<file path="src/rtl/bcd_link_pkg.sv">
// -----------------------------------------------------------------------------
// bcd_link_pkg
// Definitions shared by the transmit and receive sides of the 4-byte BCD UART
// link: default bit period, frame constants, FSM state encodings and the
// nibble-to-byte mapping. Both sides import this package so they cannot
// disagree on byte layout.
// -----------------------------------------------------------------------------
package bcd_link_pkg;

  // 100 MHz system clock, 115200 baud.
  localparam int DEFAULT_CLKS_PER_BIT = 868;

  // 8N1 frame and transaction shape.
  localparam int DATA_BITS     = 8;
  localparam int STOP_BITS     = 1;
  localparam int BYTES_PER_TXN = 4;

  // Transaction FSM encoding (top level).
  localparam logic [1:0] TOP_IDLE  = 2'd0;
  localparam logic [1:0] TOP_SEND  = 2'd1;
  localparam logic [1:0] TOP_DRAIN = 2'd2;

  // Serializer FSM encoding.
  localparam logic [1:0] SER_IDLE  = 2'd0;
  localparam logic [1:0] SER_START = 2'd1;
  localparam logic [1:0] SER_DATA  = 2'd2;
  localparam logic [1:0] SER_STOP  = 2'd3;

  // Byte idx carries nibble idx of both words: high nibble from the
  // high-voltage word, low nibble from the low-voltage word.
  function automatic logic [7:0] pack_byte(input logic [15:0] data12,
                                           input logic [15:0] data16,
                                           input logic [1:0]  idx);
    pack_byte = {data16[{idx, 2'b00} +: 4], data12[{idx, 2'b00} +: 4]};
  endfunction

endpackage

</file>
<file path="src/rtl/uart_tx_8n1.sv">
// -----------------------------------------------------------------------------
// uart_tx_8n1
// UART 8N1 serializer with a valid/ready byte handshake. A byte is accepted in
// a cycle where byte_valid and byte_ready are both high; the start bit appears
// on tx from the following cycle. Every bit lasts CLKS_PER_BIT cycles, data is
// sent LSB first, and byte_ready returns high the cycle after the stop bit.
//
// Ports:
//   clk        - system clock, rising edge
//   rst_n      - asynchronous active-low reset; abandons any frame in flight
//   byte_valid - upstream has a byte on byte_data
//   byte_data  - byte to transmit
//   byte_ready - serializer idle and able to accept a byte
//   tx         - registered serial output, idle high
// -----------------------------------------------------------------------------
module uart_tx_8n1
  import bcd_link_pkg::*;
#(
  parameter int CLKS_PER_BIT = DEFAULT_CLKS_PER_BIT
) (
  input  logic       clk,
  input  logic       rst_n,
  input  logic       byte_valid,
  input  logic [7:0] byte_data,
  output logic       byte_ready,
  output logic       tx
);

  localparam int               CNT_W    = (CLKS_PER_BIT > 1) ? $clog2(CLKS_PER_BIT) : 1;
  localparam logic [CNT_W-1:0] CNT_LAST = CNT_W'(CLKS_PER_BIT - 1);
  localparam logic [2:0]       LAST_BIT = 3'(DATA_BITS - 1);

  logic [1:0]       state_q, state_d;
  logic [CNT_W-1:0] cnt_q, cnt_d;
  logic [2:0]       bit_q, bit_d;
  logic [7:0]       shift_q, shift_d;
  logic             tx_q, tx_d;
  logic             bit_end;

  assign bit_end    = (cnt_q == CNT_LAST);
  assign byte_ready = (state_q == SER_IDLE);
  assign tx         = tx_q;

  always_comb begin
    state_d = state_q;
    cnt_d   = cnt_q;
    bit_d   = bit_q;
    shift_d = shift_q;
    tx_d    = tx_q;
    case (state_q)
      SER_IDLE: begin
        cnt_d = '0;
        bit_d = '0;
        tx_d  = 1'b1;
        if (byte_valid) begin
          state_d = SER_START;
          shift_d = byte_data;
          tx_d    = 1'b0;
        end
      end
      SER_START: begin
        if (bit_end) begin
          cnt_d   = '0;
          bit_d   = '0;
          state_d = SER_DATA;
          // The shift register always presents the next data bit in bit 0.
          tx_d    = shift_q[0];
          shift_d = {1'b0, shift_q[7:1]};
        end else begin
          cnt_d = cnt_q + 1'b1;
        end
      end
      SER_DATA: begin
        if (bit_end) begin
          cnt_d = '0;
          if (bit_q == LAST_BIT) begin
            state_d = SER_STOP;
            tx_d    = 1'b1;
          end else begin
            bit_d   = bit_q + 3'd1;
            tx_d    = shift_q[0];
            shift_d = {1'b0, shift_q[7:1]};
          end
        end else begin
          cnt_d = cnt_q + 1'b1;
        end
      end
      SER_STOP: begin
        if (bit_end) begin
          cnt_d   = '0;
          state_d = SER_IDLE;
        end else begin
          cnt_d = cnt_q + 1'b1;
        end
      end
      default: begin
        state_d = SER_IDLE;
        cnt_d   = '0;
        bit_d   = '0;
        tx_d    = 1'b1;
      end
    endcase
  end

  always_ff @(posedge clk or negedge rst_n) begin
    if (!rst_n) begin
      state_q <= SER_IDLE;
      cnt_q   <= '0;
      bit_q   <= '0;
      shift_q <= '0;
      tx_q    <= 1'b1;
    end else begin
      state_q <= state_d;
      cnt_q   <= cnt_d;
      bit_q   <= bit_d;
      shift_q <= shift_d;
      tx_q    <= tx_d;
    end
  end

endmodule

</file>
<file path="src/rtl/bcd16_pack_tx.sv">
// -----------------------------------------------------------------------------
// bcd16_pack_tx
// Sends two 16-bit BCD words as four UART 8N1 frames. Byte k holds nibble k of
// data16 (high) and data12 (low); bytes go out k = 0..3. The words are latched
// when start is accepted in IDLE; start while busy is dropped.
//
// Ports:
//   clk    - system clock, rising edge
//   rst_n  - asynchronous active-low reset
//   start  - request to send, only looked at while idle
//   data12 - low-voltage BCD word
//   data16 - high-voltage BCD word
//   busy   - registered, high while a transaction is in progress
//   done   - registered one-cycle pulse after the last stop bit
//   tx     - registered serial line, idle high
// -----------------------------------------------------------------------------
module bcd16_pack_tx
  import bcd_link_pkg::*;
#(
  parameter int CLKS_PER_BIT = DEFAULT_CLKS_PER_BIT
) (
  input  logic        clk,
  input  logic        rst_n,
  input  logic        start,
  input  logic [15:0] data12,
  input  logic [15:0] data16,
  output logic        busy,
  output logic        done,
  output logic        tx
);

  localparam logic [1:0] LAST_IDX = 2'(BYTES_PER_TXN - 1);

  logic [1:0]  state_q, state_d;
  logic [1:0]  idx_q, idx_d;
  logic [15:0] d12_q, d12_d;
  logic [15:0] d16_q, d16_d;
  logic        busy_q, busy_d;
  logic        done_q, done_d;

  logic        byte_valid;
  logic        byte_ready;
  logic [7:0]  byte_data;

  assign byte_valid = (state_q == TOP_SEND);
  assign byte_data  = pack_byte(d12_q, d16_q, idx_q);
  assign busy       = busy_q;
  assign done       = done_q;

  always_comb begin
    state_d = state_q;
    idx_d   = idx_q;
    d12_d   = d12_q;
    d16_d   = d16_q;
    done_d  = 1'b0;
    case (state_q)
      TOP_IDLE: begin
        if (start) begin
          d12_d   = data12;
          d16_d   = data16;
          idx_d   = '0;
          state_d = TOP_SEND;
        end
      end
      TOP_SEND: begin
        // byte_valid is implied in this state, so ready alone is the handshake.
        if (byte_ready) begin
          idx_d = idx_q + 2'd1;
          if (idx_q == LAST_IDX) begin
            state_d = TOP_DRAIN;
          end
        end
      end
      TOP_DRAIN: begin
        // The serializer only reports ready again once the last stop bit ends.
        if (byte_ready) begin
          state_d = TOP_IDLE;
          done_d  = 1'b1;
        end
      end
      default: begin
        state_d = TOP_IDLE;
      end
    endcase
    // Registered from the next state so busy and done switch on the same edge.
    busy_d = (state_d != TOP_IDLE);
  end

  always_ff @(posedge clk or negedge rst_n) begin
    if (!rst_n) begin
      state_q <= TOP_IDLE;
      idx_q   <= '0;
      d12_q   <= '0;
      d16_q   <= '0;
      busy_q  <= 1'b0;
      done_q  <= 1'b0;
    end else begin
      state_q <= state_d;
      idx_q   <= idx_d;
      d12_q   <= d12_d;
      d16_q   <= d16_d;
      busy_q  <= busy_d;
      done_q  <= done_d;
    end
  end

  uart_tx_8n1 #(
    .CLKS_PER_BIT(CLKS_PER_BIT)
  ) u_ser (
    .clk       (clk),
    .rst_n     (rst_n),
    .byte_valid(byte_valid),
    .byte_data (byte_data),
    .byte_ready(byte_ready),
    .tx        (tx)
  );

endmodule

</file>
<file path="config.mk">
export PLATFORM = sky130hd
export DESIGN_NAME = bcd16_pack_tx
export DESIGN_NICKNAME = d
export VERILOG_FILES = /design/src/rtl/bcd_link_pkg.sv /design/src/rtl/uart_tx_8n1.sv /design/src/rtl/bcd16_pack_tx.sv
export SDC_FILE = /design/constraint.sdc
export NUM_CORES = 1
export LEC_CHECK = 0
export CORE_MARGIN = 5
export CORE_UTILIZATION = 55
export CTS_CLUSTER_SIZE = 10
export DETAILED_ROUTE_END_ITERATION = 16
export PLACE_DENSITY = 0.78
export SYNTH_ARGS = -nofsm -noshare
export SYNTH_HDL_FRONTEND = slang
export SYNTH_SLANG_ARGS = --single-unit
</file>
<file path="constraint.sdc">
create_clock -name clk -period 3.8 [get_ports clk]
set_clock_uncertainty 0.1 [all_clocks]
set_input_delay 0.57 -clock clk [delete_from_list [all_inputs] [get_ports clk]]
set_output_delay 0.57 -clock clk [all_outputs]
set_load 0.02 [all_outputs]
</file>
* Word level (Yosys, flattened, before mapping)
Cells that the tools add are included.
** Storage, ports and cells
- Register bits :: 62
- Bits in latches :: 0
- Bits in writable memories :: 0
- ROM bits :: 0
- Input port bits :: 35
- Output and inout bits :: 3
- Logic and storage cells :: 76
- Memories kept :: 0
** Operators by class
- $add $sub $neg :: 3
- Multiply operators :: 0
- Div/mod/pow operators :: 0
- Magnitude comparators :: 0
- Equal/unequal tests :: 16
- Shift operators :: 2
- Multiplexer cells :: 32
- Bitwise gates (word level) :: 0
- Reductions and logical operators :: 12
** Operator list (number)
- 2-to-1 mux 8 bit :: 4
- variable part select 16 x 5 -> 4 bit :: 2
- case mux 8 bit (3 select lines) :: 1
- 2-to-1 mux 2 bit :: 11
- case mux 10 bit (2 select lines) :: 1
- adder 10 x 1 -> 10 bit (second input constant) :: 1
- == test 10 bit (second input constant) :: 1
- 2-to-1 mux 10 bit :: 1
- inequality test 2 x 1 -> 1 bit (second input constant) :: 5
- AND reduction 5 bit :: 2
- 2-to-1 mux 3 bit :: 3
- case mux 3 bit (3 select lines) :: 1
- == test 2 bit (second input constant) :: 4
- case mux 2 bit (4 select lines) :: 1
- 2-to-1 mux 1 bit :: 6
- inequality test 2 bit (second input constant) :: 3
- case mux 2 bit (3 select lines) :: 1
- AND reduction 3 bit :: 2
- == test 2 x 1 -> 1 bit (second input constant) :: 2
- zero test 2 bit :: 2
- case mux 2 bit (2 select lines) :: 1
- AND reduction 4 bit :: 1
- nonzero test 2 bit :: 2
- adder 3 x 1 -> 3 bit (second input constant) :: 1
- 6 further kinds :: 6

* Depth between registers and ports, before layout
Gate-level depths: netlist (run 1).
- Depth in word-level cells :: 5
- Mapped depth :: 8
- Gate-level depth less buffers :: 6

* Modules after synthesis
From an unflattened synthesis (run 1), not the netlist that was laid out.
** Unflattened totals
- Cells, all modules :: 217
- Area total of the unflattened synthesis :: 2999.1 um^2
** By module, submodules not included
- bcd16_pack_tx :: times used 1, cells an instance 100, area an instance 1679.1 um^2, sequential area each 950.9 um^2
- uart_tx_8n1 :: times used 1, cells an instance 117, area an instance 1320.0 um^2, sequential area each 601.8 um^2

* Worst setup path after synthesis (run 1)
OpenSTA, ideal clock, no wires.
- Path kind :: flip-flop to flip-flop
- From :: reg u_ser.state_q[0]
- To :: reg u_ser.state_q[1]
- Library setup time :: 0.128 ns
- Data arrival time :: 1.909 ns
- Required time :: 3.572 ns
- Setup slack :: 1.663 ns
- Stages on the path, launching flop included :: 7
- Path buffers :: 1
- Period minus slack after synthesis :: 2.137 ns
- Path through :: dfrtp_1 inv_1 ha_1 clkbuf_1 or3_1 a222oi_1 mux2_1
** On the way
- Word-level cells in the longest chain between the ends :: 3
- Elaborated cells between the ends (all ways) :: 11
- Classes of those cells :: eq/ne: 8; mux: 1; reduce/logical: 2
** RTL lines
- start, declared :: line uart_tx_8n1.sv:33 : logic [1:0] state_q, state_d;
- start signal, assigned :: line uart_tx_8n1.sv:113 : state_q <= state_d;
- == test 2 bit (tied with other cells) :: line uart_tx_8n1.sv:50 : case (state_q)
- inequality test 2 x 1 -> 1 bit (no line) or inequality test 2 bit (tied branches)
- AND reduction 5 bit (no line)
Several ways; a longest one is shown, not always the timed one.
A chain may end at the register's enable or synchronous reset.

* Final worst setup path (run 1)
Ends and elaborated chain as after synthesis.

==> reports/results.tsv, run 1 <==
stage	metric	value	unit
global_routing	number of antenna violations at the first check in global routing	0	
hold_path	Hold Crit Class	in2async	
detailed_routing	Pre-Repair DR Iteration Count	4	
floorplan	Chip Height	83.2	µm
finish	area growth from synthesis to layout	21.8	%
finish	area taken by flip-flops and latches	1550	µm²
synth	part of the Yosys area used for sequential elements	0.527	
finish	Post-Route Utilization	0.698	
synth	syn avg cell area	13.8	µm²
detailed_routing	drt via density	5.43	
synth	leading cell types by total area after synthesis	sky130_fd_sc_hd__dfrtp_1 (52%), sky130_fd_sc_hd__mux2_2 (15%), sky130_fd_sc_hd__mux4_2 (6.1%)	
timing	final hold vios	0	
timing	final cycle utilization of the critical path	0.578	
timing	upper clock frequency limit	455	MHz
detailed_routing	residual DRC count	0	
clock_tree	number of buffers added by the clock tree synthesis step	9	
detailed_routing	overall routed net length	5.06	mm
detailed_routing	WL per Instance	15.4	µm
finish	final antenna diode count	0	
timing	unrepaired setup endpoints after global routing	no	
detailed_routing	highest signal layer in the routed design	met4	
clock_tree	CTS clock-pin slew for the worst setup and hold paths	0.07	ns
timing	worst rel slew slack	0.529	
floorplan	area of the die	6920	µm²
timing	Tightest Pin Transition	0.707	ns
timing	final period demand of the worst path	2.20	ns
worst_setup_path	Worst path top cell family by delay	compound AO/OA/AOI/OAI gates	
clock_tree	number of hold buffers added after cts	0	
global_routing	total congestion overflow after global routing	0	
outcome	outcome	complete, no violations	
floorplan	Die Span X	83.2	µm
synth	synth warn	0	
clock_tree	cts repair resizes	0	
finish	number of filler instances in the final layout	368	
worst_setup_path	category of the most critical setup path	reg2reg	
detailed_routing	1st-iter DRT viols	42	
pwr	fraction of power consumed by sequential logic	0.402	
pwr	Combinational Power Share	0.373	
synth	post-synth design cell area	2940	µm²
floorplan	site row count	26	
finish	area of the multi-input gates	1330	µm²
clock_tree	CTS H-Tree Depth	3	
synth	net count after synthesis	258	
placement	HPWL Detailed	3.54	mm
synth	Mapped Cells	214	
pwr	Peak supply drop	0.000509	V
detailed_routing	metal2 WL	2.46	mm
synth	cell type contributing the most total cell area after synthesis	sky130_fd_sc_hd__dfrtp_1	
clock_tree	clock tree from TritonCTS	yes	
pwr	share of power burned in the clock network	0.225	
floorplan	core area	5140	µm²
synth	number of register bits inferred by synthesis	62	
worst_setup_path	Setup crit end kind	register	
synth	count of unique library cells instantiated by Yosys	42	
worst_setup_path	ordered cell list for the critical path	inv_1 > ha_1 > or3_1 > a222oi_1 > mux2_1	
worst_setup_path	Max FO, Critical Path	9	
detailed_routing	total routed wire length on the met1 layer	2.27	mm
finish	share of final-layout standard cells stronger than drive strength 1	0.283	
global_routing	number of global-route vias before repair	1928	
pwr	net switching power of the design	0.868	mW
worst_setup_path	data arrival time at the worst-slack endpoint	2.31	ns
worst_setup_path	count of buffering cells on the critical path with inverters included	1	
pwr	power density cells	799	nW/µm²
detailed_routing	detailed-routed wire length on met3	261	µm
detailed_routing	Antenna Violating Nets Remaining	0	
synth	primary flip-flop cell chosen by synthesis mapping	sky130_fd_sc_hd__dfrtp_1	
floorplan	I/O Pins	38	
job	max-capacitance violation count	0	
worst_setup_path	Critical Path Slowest Stage Cell	sky130_fd_sc_hd__a222oi_1	
placement	count of input and output buffers	37	
timing	setup-violating endpoint count in the final report	0	
timing	number of pins exceeding their max-slew limit in the final report	0	
pwr	Power Internal	2.00	mW
placement	routability-driven placement congestion ratio	0.743	
clock_tree	root buf cell	sky130_fd_sc_hd__clkbuf_8	
pwr	share of total power consumed by net switching	0.303	
detailed_routing	detailed-route via count	1781	
clock_tree	later-pin clock latency in the skew report	0.33	ns
pwr	leakage power total	1.58	nW
synth	EDFF count, synth	0	
synth	area share of the largest cell type after synthesis	0.518	
clock_tree	deepest clock path buffer count	2	
global_routing	maximum number of pins on one net before global-route repair	33	
timing	final sum of negative setup slack	0	ns
clock_tree	# Post-CTS Setup Buffers	0	
clock_tree	Sink Count	62	
worst_setup_path	CP required	3.92	ns
worst_setup_path	largest incremental delay on the critical path	0.46	ns
worst_setup_path	element type at the critical path start	register	
finish	final layout net count	298	
global_routing	first-pass GRT wire length	8.83	mm
global_routing	combined global-route utilization of all metal layers	0.161	
synth	ys async rst share	1.00	
floorplan	initial core utilization	0.573	
kinds of logic (layout without fill, tap and decap cells):
| family | Yosys count | count (layout) | synth area share |
|---|---|---|---|
| flip-flops | 62 | 62 | 0.527 |
| multiplexers | 58 | 58 | 0.252 |
| AND/OR/NAND/NOR | 44 | 44 | 0.0880 |
| AO/OA/AOI/OAI | 18 | 18 | 0.0468 |
| buffers and inverters | 15 | 59 | 0.0238 |
| adder cells (fa/ha/maj) | 9 | 9 | 0.0382 |
| XOR/XNOR | 8 | 8 | 0.0238 |
stage by stage:
step / hold WS [ns] / total power [mW] / worst slack, ns / cell area, µm² / std cells
floorplan: 0.174 / 1.99 / 1.66 / 2940 / 214
global placement: 0.369 / 2.20 / 1.59 / 3370 / 313
detailed placement: 0.372 / 2.24 / 1.55 / 3370 / 313
CTS: 0.198 / 2.90 / 1.59 / 3590 / 328
global route: 0.226 / 3.07 / 1.46 / 3590 / 328
finish: 0.183 / 2.87 / 1.60 / 3590 / 328
area by class of cell:
class | instances | area share
Clock buffer | 11 | 0.0422
Clock inverter | 4 | 0.0195
Inverter | 5 | 0.00523
Multi-Input combinational cell | 137 | 0.370
Sequential cell | 62 | 0.433
Tap cell | 70 | 0.0244
Timing Repair Buffer | 39 | 0.106
placed cells by master, fill, tap and decap left out, types with 3 or more instances in the layout:
cell,n
sky130_fd_sc_hd__nand3_1,5
sky130_fd_sc_hd__ha_1,9
sky130_fd_sc_hd__clkbuf_8,11
sky130_fd_sc_hd__nand2_1,6
sky130_fd_sc_hd__mux2_2,40
sky130_fd_sc_hd__xor2_1,6
sky130_fd_sc_hd__and3_1,3
sky130_fd_sc_hd__o21ai_0,5
sky130_fd_sc_hd__mux4_2,8
sky130_fd_sc_hd__dfrtp_1,61
sky130_fd_sc_hd__nor2_1,13
sky130_fd_sc_hd__clkdlybuf4s50_1,36
sky130_fd_sc_hd__mux2_1,9
sky130_fd_sc_hd__inv_1,5
power groups by stage:
stage | Sequential (mW) | Combinational [mW] | Clock [mW]
6_report | 1.15 | 1.07 | 0.644
5_1_grt | 1.19 | 1.19 | 0.688
4_1_cts | 1.16 | 1.09 | 0.657
3_5_place_dp | 1.17 | 1.07 | 0
3_3_place_gp | 1.16 | 1.05 | 0
2_1_floorplan | 1.08 | 0.917 | 0
Yosys cell counts, types with 2 or more instances:
master	count
sky130_fd_sc_hd__dfrtp_1	61
sky130_fd_sc_hd__mux2_2	40
sky130_fd_sc_hd__nor2_1	13
sky130_fd_sc_hd__ha_1	9
sky130_fd_sc_hd__mux2_1	9
sky130_fd_sc_hd__mux4_2	8
sky130_fd_sc_hd__nand2_1	6
sky130_fd_sc_hd__xor2_1	6
sky130_fd_sc_hd__buf_2	5
sky130_fd_sc_hd__inv_1	5
sky130_fd_sc_hd__nand3_1	5
sky130_fd_sc_hd__o21ai_0	5
sky130_fd_sc_hd__clkbuf_1	4
sky130_fd_sc_hd__and3_1	3
sky130_fd_sc_hd__a211o_1	2
sky130_fd_sc_hd__a22o_1	2
sky130_fd_sc_hd__and2_1	2
sky130_fd_sc_hd__nand2b_1	2
sky130_fd_sc_hd__nor2b_1	2
sky130_fd_sc_hd__o31ai_1	2
sky130_fd_sc_hd__xnor2_1	2
registers in the layout, indices dropped and copies added, names as in the netlist:
signal         flops
d12_q             16
d16_q             16
u_ser.cnt_q       10
u_ser.shift_q      8
u_ser.bit_q        3
idx_q              2
state_q            2
u_ser.state_q      2
busy               1
done               1
u_ser.tx           1
per-layer routing:
| layer | global-route usage | up-vias |
|---|---|---|
| li1 | - | 859 |
| met1 | 0.194 | 881 |
| met2 | 0.260 | 34 |
| met3 | 0.0574 | 7 |
| met4 | 0.0698 | 0 |
| met5 | 0 | - |
final timing paths:
path / endpoint / slack (ns) / cells after the start / from
max in group asynchronous: d12_q[3] / 2.54 / 2 / rst_n
max: u_ser.state_q[1] / 1.60 / 5 / u_ser.state_q[0]
min reg2reg: u_ser.tx / 0.38 / 2 / u_ser.tx
max reg2reg: u_ser.state_q[1] / 1.60 / 5 / u_ser.state_q[0]
min in group clk: u_ser.tx / 0.38 / 2 / u_ser.tx
min: u_ser.cnt_q[9] / 0.18 / 1 / rst_n
(Power assumes the default switching activity.)
==> inputs of run 2 (changes only) <==
--- a/config.mk
+++ b/config.mk
@@ -6,10 +6,10 @@
 export NUM_CORES = 1
 export LEC_CHECK = 0
 export CORE_MARGIN = 5
-export CORE_UTILIZATION = 55
+export CORE_UTILIZATION = 49
 export CTS_CLUSTER_SIZE = 10
 export DETAILED_ROUTE_END_ITERATION = 16
-export PLACE_DENSITY = 0.78
+export PLACE_DENSITY = 0.74
 export SYNTH_ARGS = -nofsm -noshare
 export SYNTH_HDL_FRONTEND = slang
 export SYNTH_SLANG_ARGS = --single-unit
==> constraint.sdc (replaced) <==
create_clock -name clk -period 1.95 [get_ports clk]
set_clock_uncertainty 0.1 [all_clocks]
set_input_delay 0.2925 -clock clk [delete_from_list [all_inputs] [get_ports clk]]
set_output_delay 0.2925 -clock clk [all_outputs]
set_load 0.02 [all_outputs]
==> reports/results.tsv, run 2 (synthesis results as in run 1) <==
stage	metric	value	unit
detailed_routing	Antenna Violating Nets Remaining	0	
timing	final sum of negative setup slack	-0.124	ns
timing	worst hold margin	0.380	ns
clock_tree	CTS clock-pin slew for the worst setup and hold paths	0.07	ns
detailed_routing	residual DRC count	0	
floorplan	Die Span X	87.5	µm
worst_setup_path	data arrival time at the worst-slack endpoint	2.14	ns
floorplan	I/O Pins	38	
worst_setup_path	element type at the critical path start	register	
timing	final period demand of the worst path	2.02	ns
global_routing	first-pass GRT wire length	9.51	mm
detailed_routing	1st-iter DRT viols	55	
outcome	outcome	finished, violations left	
detailed_routing	overall routed net length	5.70	mm
placement	routability-driven placement congestion ratio	0.824	
timing	final cycle utilization of the critical path	1.04	
worst_setup_path	Setup crit end kind	register	
floorplan	site row count	28	
worst_setup_path	Critical Path Slowest Stage Cell	sky130_fd_sc_hd__dfrtp_1	
pwr	leakage power total	1.69	nW
clock_tree	number of buffers added by the clock tree synthesis step	9	
placement	HPWL Detailed	4.03	mm
detailed_routing	drt via density	5.34	
clock_tree	CTS H-Tree Depth	3	
detailed_routing	Pre-Repair DR Iteration Count	4	
pwr	Peak supply drop	0.000807	V
timing	least setup slack across all paths after layout	-0.0737	ns
timing	unrepaired setup endpoints after global routing	yes	
timing	upper clock frequency limit	494	MHz
pwr	power density cells	1550	nW/µm²
placement	count of placed standard cells including taps	339	
worst_setup_path	CP required	2.07	ns
finish	largest registers in the final layout	d12_q: 16 flops, d16_q: 16 flops, u_ser.cnt_q: 10 flops	
finish	leading cell type in the layout, fill and taps excluded	sky130_fd_sc_hd__dfrtp_1	
global_routing	number of antenna violations at the first check in global routing	0	
clock_tree	Sink Count	62	
timing	number of pins exceeding their max-slew limit in the final report	0	
detailed_routing	WL per Instance	15.9	µm
worst_setup_path	Max FO, Critical Path	4	
floorplan	area of the die	7660	µm²
global_routing	total congestion overflow after global routing	0	
finish	area growth from synthesis to layout	29.4	%
clock_tree	deepest clock path buffer count	2	
global_routing	maximum number of pins on one net before global-route repair	34	
global_routing	combined global-route utilization of all metal layers	0.162	
floorplan	core area	5890	µm²
clock_tree	clock tree from TritonCTS	yes	
finish	top library cells by usage in the layout, fill and taps aside	sky130_fd_sc_hd__dfrtp_1 (61), sky130_fd_sc_hd__mux2_2 (40), sky130_fd_sc_hd__clkdlybuf4s50_1 (36)	
clock_tree	later-pin clock latency in the skew report	0.34	ns
pwr	Total Power	5.92	mW
timing	Tightest Pin Transition	0.498	ns
outcome	violations in the final reports	negative setup slack	
finish	share of final-layout standard cells stronger than drive strength 1	0.373	
finish	final layout net count	323	
finish	Post-Layout Cell Count	359	
timing	final hold vios	0	
placement	count of input and output buffers	37	
hold_path	Hold Crit Class	reg2reg	
timing	setup-violating endpoint count in the final report	2	
global_routing	number of global-route vias before repair	2080	
floorplan	Chip Height	87.5	µm
job	max-capacitance violation count	0	
finish	final antenna diode count	0	
detailed_routing	detailed-route via count	1917	
worst_setup_path	ordered cell list for the critical path	inv_1 > ha_2 > or3_1 > a222oi_1 > buf_4 > mux2_4	
clock_tree	root buf cell	sky130_fd_sc_hd__clkbuf_8	
finish	Post-Route Utilization	0.647	
worst_setup_path	category of the most critical setup path	reg2reg	
worst_setup_path	largest incremental delay on the critical path	0.40	ns
timing	worst rel slew slack	0.668	
floorplan	initial core utilization	0.500	
run 2: worst max-delay path, delay by kind of cell (launching register included):
family / cells / cell delay, ns
flip-flops: 1 / 0.40
AO/OA/AOI/OAI: 1 / 0.32
adder cells (fa/ha/maj): 1 / 0.17
multiplexers: 1 / 0.29
AND/OR/NAND/NOR: 1 / 0.36
buffers and inverters: 2 / 0.26
run 2: power breakdown:
group          leakage [nW]  internal, mW  total (mW)  switching (mW)
logic                 0.827          1.61        2.61           0.999
clock network        0.0960         0.594        1.12           0.527
registers             0.762          1.84        2.19           0.349
total                  1.69          4.04        5.92            1.88
run 2: repair_timing:
action / CTS / global route
setup buffers: 2 / 1
hold buffers: 1 / 0
gates cloned: 0 / 0
hold endpoints to repair: 61 / 0
pin swaps: 1 / 1
setup endpoints to repair: 9 / 10
resized for setup: 6 / 1
run 2: final timing paths:
path,slack (ns),endpoint,cells after the start,startpoint
worst min register to register,0.38,u_ser.tx,2,u_ser.tx
min in group asynchronous,0.45,u_ser.cnt_q[7],3,rst_n
worst max-delay path,-0.07,u_ser.state_q[1],6,u_ser.state_q[1]
worst max register to register,-0.07,u_ser.state_q[1],6,u_ser.state_q[1]
max in group asynchronous,0.98,u_ser.tx,3,rst_n
worst min-delay path,0.38,u_ser.tx,2,u_ser.tx
run 2: final cells by class:
cell class	count	area (µm²)
clock buffer	9	124
clock inverter	7	72.6
fill	466	2080
inverter	5	18.8
multi-input combinational	137	1350
sequential	62	1550
tap	75	93.8
timing repair buffer	64	596
run 2: per-stage QoR:
| step | instance area, µm² | setup WS, ns |
|---|---|---|
| floorplan | 2960 | -0.0428 |
| global placement | 3560 | -0.0756 |
| detailed placement | 3560 | -0.141 |
| CTS | 3800 | -0.102 |
| global route | 3810 | -0.120 |
| finish | 3810 | -0.0737 |
run 2: layer usage:
layer,up-vias,track usage,share of wire
li1,916,-,-
met1,959,0.186,0.41
met2,38,0.285,0.53
met3,4,0.0568,0.048
met4,0,0.0502,0.0061
met5,-,0,0
